==> src/rtl/serial_adder_pkg.sv <==
// Shared types and defaults for the bit-serial adder.
package serial_adder_pkg;

    localparam int DEFAULT_WIDTH = 16;

    typedef enum logic [1:0] {
        IDLE  = 2'd0,
        SHIFT = 2'd1,
        DONE  = 2'd2
    } state_t;

endpackage

==> src/rtl/serial_shift_reg.sv <==
// Parallel-load register with a serial right shift; ser_in enters at the MSB.
module serial_shift_reg #(
    parameter int WIDTH = 16
) (
    input  logic             clk,
    input  logic             rst,
    input  logic             load,
    input  logic [WIDTH-1:0] load_val,
    input  logic             shift,
    input  logic             ser_in,
    output logic [WIDTH-1:0] q
);

    always_ff @(posedge clk) begin
        if (rst)
            q <= '0;
        else if (load)
            q <= load_val;
        else if (shift)
            q <= {ser_in, q[WIDTH-1:1]};
    end

endmodule

==> src/rtl/serial_adder.sv <==
// LSB-first bit-serial adder, one bit per clock, with registered S/Cout/Ovf.
// Define SERIAL_ADD_SUB_EN to add the Sub port (A - B in two's complement).
module serial_adder
    import serial_adder_pkg::*;
#(
    parameter int WIDTH = DEFAULT_WIDTH
) (
    input  logic             Clk,
    input  logic             Reset,
    input  logic             Start,
    input  logic [WIDTH-1:0] A,
    input  logic [WIDTH-1:0] B,
`ifdef SERIAL_ADD_SUB_EN
    input  logic             Sub,
`endif
    output logic [WIDTH-1:0] S,
    output logic             Cout,
    output logic             Ovf,
    output logic             Busy,
    output logic             Done
);

    localparam int CW = $clog2(WIDTH + 1);

    state_t           state;
    logic [CW-1:0]    cnt;
    logic             carry;
    logic             sub_q;
    logic             sub_in;
    logic [WIDTH-1:0] a_q, b_q, r_q;
    logic             load, shift, last;
    logic             b_bit, sum_bit, carry_nxt;

`ifdef SERIAL_ADD_SUB_EN
    assign sub_in = Sub;
`else
    assign sub_in = 1'b0;
`endif

    assign load  = (state == IDLE) && Start;
    assign shift = (state == SHIFT);
    assign last  = (cnt == CW'(WIDTH - 1));

    // Inverting B on the fly plus carry-in = 1 turns the add into A - B.
    assign b_bit     = b_q[0] ^ sub_q;
    assign sum_bit   = a_q[0] ^ b_bit ^ carry;
    assign carry_nxt = (a_q[0] & b_bit) | (a_q[0] & carry) | (b_bit & carry);

    serial_shift_reg #(.WIDTH(WIDTH)) u_a (
        .clk(Clk), .rst(Reset), .load(load), .load_val(A),
        .shift(shift), .ser_in(1'b0), .q(a_q)
    );

    serial_shift_reg #(.WIDTH(WIDTH)) u_b (
        .clk(Clk), .rst(Reset), .load(load), .load_val(B),
        .shift(shift), .ser_in(1'b0), .q(b_q)
    );

    serial_shift_reg #(.WIDTH(WIDTH)) u_r (
        .clk(Clk), .rst(Reset), .load(load), .load_val('0),
        .shift(shift), .ser_in(sum_bit), .q(r_q)
    );

    always_ff @(posedge Clk) begin
        if (Reset) begin
            state <= IDLE;
            cnt   <= '0;
            carry <= 1'b0;
            sub_q <= 1'b0;
            S     <= '0;
            Cout  <= 1'b0;
            Ovf   <= 1'b0;
        end else begin
            case (state)
                IDLE: begin
                    if (Start) begin
                        state <= SHIFT;
                        cnt   <= '0;
                        carry <= sub_in;
                        sub_q <= sub_in;
                    end
                end
                SHIFT: begin
                    cnt   <= cnt + 1'b1;
                    carry <= carry_nxt;
                    // On the final bit the result register still lacks the MSB, so assemble it here.
                    if (last) begin
                        state <= DONE;
                        S     <= {sum_bit, r_q[WIDTH-1:1]};
                        Cout  <= carry_nxt;
                        Ovf   <= carry ^ carry_nxt;
                    end
                end
                DONE:    state <= IDLE;
                default: state <= IDLE;
            endcase
        end
    end

    assign Busy = (state == SHIFT);
    assign Done = (state == DONE);

endmodule
==> config.mk <==
export PLATFORM = sky130hd
export DESIGN_NAME = serial_adder
export DESIGN_NICKNAME = d
export VERILOG_FILES = /design/src/rtl/serial_adder_pkg.sv /design/src/rtl/serial_shift_reg.sv /design/src/rtl/serial_adder.sv
export SDC_FILE = /design/constraint.sdc
export NUM_CORES = 1
export LEC_CHECK = 0
export BUFFER_PORTS_ARGS = -buffer_cell sky130_fd_sc_hd__buf_2
export CAP_MARGIN = 20
export CORE_MARGIN = 8
export CORE_UTILIZATION = 40
export CTS_CLUSTER_SIZE = 10
export DETAILED_ROUTE_END_ITERATION = 8
export GPL_TIMING_DRIVEN = 0
export PLACE_DENSITY_LB_ADDON = 0.1
export SYNTH_ARGS = -nofsm -noshare
export SYNTH_HDL_FRONTEND = slang
export SYNTH_SLANG_ARGS = --single-unit
==> constraint.sdc <==
create_clock -name Clk -period 2 [get_ports Clk]
set_clock_uncertainty 0.05 [all_clocks]
set_input_delay 0.4 -clock Clk [delete_from_list [all_inputs] [get_ports Clk]]
set_output_delay 0.4 -clock Clk [all_outputs]
set_load 0.05 [all_outputs]
==> metrics.txt <==
TritonCTS clock tree done; P_leak roughly 1.4 nW; Hold Vio Cnt, Final 0; Gate Count Post-Synth between 300 and 400; Synth Flop Type dfxtp_1; Critical Path, Cell by Cell nand2b_1 -> buf_2 -> inv_4 -> buf_12 -> buf_8; Final Non-Filler Cells 500; WP data required 1.55 ns; Synth Area in Adders 1.563%; Buf/Inv on CP 4; Mean Syn Cell Area 8.627 sq um; Slew @ Worst Pin ~0.49 ns; GP Congestion 0.7619; Pwr Density 913.1 nW/um^2; Post-route DRC 0; critical path class flop to output port; Post-synth EDFFs 0; placed cell count 486; Core Footprint 7098 sq um; antenna fix cells 0; DR WL/cell 13.36 um; dpl cell area 3271 sq um; Reg clk slew, reported paths 0.07 ns; Routed WL 6680 um; fraction of registers with async set/reset 0%; setup_tns 0 ns; WL met3 between 300 and 400 um; #FFs+latches synth 73; Global Route Usage Sum 13.99%; WL met1 3155 um; Die Area between 10000 and 15000 sq um; most frequent cells in the layout 72 x dfxtp_1, 68 x buf_2, 62 x nand2_1; worst-path fanout max 19; first-pass GRT wire length 11380 um; Num CTS Buffers 9; top sig layer met4; Critical Path AT 1.45 ns; TritonCTS Sinks 73; IO Port Bufs 53; RSZ-0062 raised after global routing no; slowest cell on the critical path dfxtp_2; Slew headroom 67.38%; CP Capture Type output port; Mapped Area ~2900 sq um; Syn Nets 372; Setup Buffers After CTS 0; total grt overflow 0; sequential-to-total area share from yosys stat 50.72%; largest family of logic cells by synthesized area compound AO/OA/AOI/OAI gates; Startpoint Class flop; DR WL met2 3101 um; Max Cap Viol 0; largest net degree at the start of global routing 20; worst vdd ir 0.0006924 V; Peak Freq 527.0 MHz; final instance area 3537 sq um; final period utilization 94.87%; Vias 2454; die height 100.9 um; Area Growth Syn to Fin 22.75%; Clock H-tree levels 3; Pre-antenna DRT Iters 4; synthesis warning total 0; fin. max-slew vios 0; hpwl dp 4785 um; I/O pin cnt 55; clock tree buffer depth 2; Synth Area in XOR/XNOR less than 1%; post-synthesis compound-gate area fraction 23.53%; crit path time final 1.897 ns; HP Class primary input to flop; chip width 100.9 um; status finished, final reports clean; mux cell area share after synthesis 0.3474%; final antenna-violating net count 0; commonest non-fill, non-tap cell in the layout dfxtp_1; Root Buffer clkbuf_8; row count 31; layout cells sized above 1 24.19%; # fillers around 700; critical path's top delay family buffers and inverters; # setup viols final 0; Initial Util 40.60%; initial antenna violation count 0; vias in the first global route 2484; Initial DRC Count 78; slowest cell delay on critical path 0.37 ns; via-per-instance ratio 4.908; # hold bufs at CTS 0; Nets 435; total power draw 3.230 mW; Yosys cell types 32; Post-Synth Simple-Gate Area 17.76%; clk_lat worst skew 0.34 ns
[layout make-up]
| cell class | count | area, sq um | share of cell area [%] |
|---|---|---|---|
| Timing Repair Buffer | 53 | 275.3 | 7.782 |
| Sequential cell | 73 | 1463 | 41.35 |
| Clock inverter | 6 | 107.6 | 3.042 |
| Buffer | 26 | 152.6 | 4.316 |
| Multi-Input combinational cell | 228 | 1266 | 35.80 |
| Clock buffer | 9 | 123.9 | 3.502 |
| Tap cell | 99 | 123.9 | 3.502 |
| Inverter | 6 | 25.02 | 0.7075 |
[stage by stage]
step	setup slack [ns]	util, %	hold WS (ns)
CTS	0.005839	49.55	0.2335
detailed placement	-0.07903	46.08	0.4022
floorplan	0.2141	-	0.3866
finish	0.1026	49.83	0.2515
global placement	-0.07034	46.08	0.3960
global route	0.005208	49.83	0.2269
[repair_timing]
| item | 4_1_cts | 5_1_grt |
|---|---|---|
| pin swaps | 0 | 0 |
| endpoints found under the setup margin | 10 | 10 |
| gates resized for setup | 8 | 4 |
| endpoints found under the hold margin | 0 | 0 |
[registers in the layout, summed over array words and instances, names as in the netlist]
name / count
cnt: 5
u_b.q: 16
u_r.q: 15
Cout: 1
state: 2
u_a.q: 16
Ovf: 1
carry: 1
S: 16
[worst paths after layout]
kind,startpoint,cells after the start,to,slack [ns]
hold / removal,B[15],3,u_b.q[15],0.25
setup reg to reg,cnt[0],8,S[8],0.14
setup / recovery,state[1],5,Busy,0.10
hold reg to reg,u_a.q[9],2,u_a.q[8],0.40
[layer usage]
layer | track usage, % | up-vias
met3 | 5.318 | 6
li1 | - | 1279
met4 | 4.302 | 0
met1 | 16.71 | 1115
met2 | 22.57 | 54
met5 | 0 | -
[where the power goes]
part | switching (mW) | internal [mW]
sequential | 0.0307 | 1.52
clock | 0.531 | 0.817
combinational | 0.201 | 0.133
total | 0.763 | 2.47
[cells in the mapped netlist (2+ instances only)]
master     number  share of area (%)
clkbuf_1        5               0.65
nand3b_1        2               0.52
dfxtp_1        73                 51
or3b_2          2               0.61
a22o_1         14                4.3
inv_1           5               0.65
nand2b_1        5                1.1
nand2_1        62                8.1
a21oi_1        52                9.0
nor2_1         32                4.2
a211oi_1       31                8.1
o2bb2ai_1       2               0.61
nand3_1         9                1.6
buf_2          16                2.8
ha_1            2               0.87
buf_4           6                1.6
[worst reg2reg max path, cell delays in order, from the launching register on]
cell and delay (ns):
dfxtp_1 0.38, ha_1 0.21, and3_1 0.21, ha_4 0.18, nand3b_1 0.12, or2_1 0.27, inv_2 0.12, buf_6 0.15
a22o_1 0.13
[cell families (layout without fill, tap and decap cells)]
kind of cell               count (synthesis)  in the layout
and+or+nand+nor                          119            119
AOI/OAI and AO/OA                        104            104
DFF                                       73             73
buffers and inverters                     33            100
adders and majority gates                  3              3
xor gates and xnor gates                   1              1
muxes                                      1              1
Note: power is estimated with default switching activity, not from simulation.
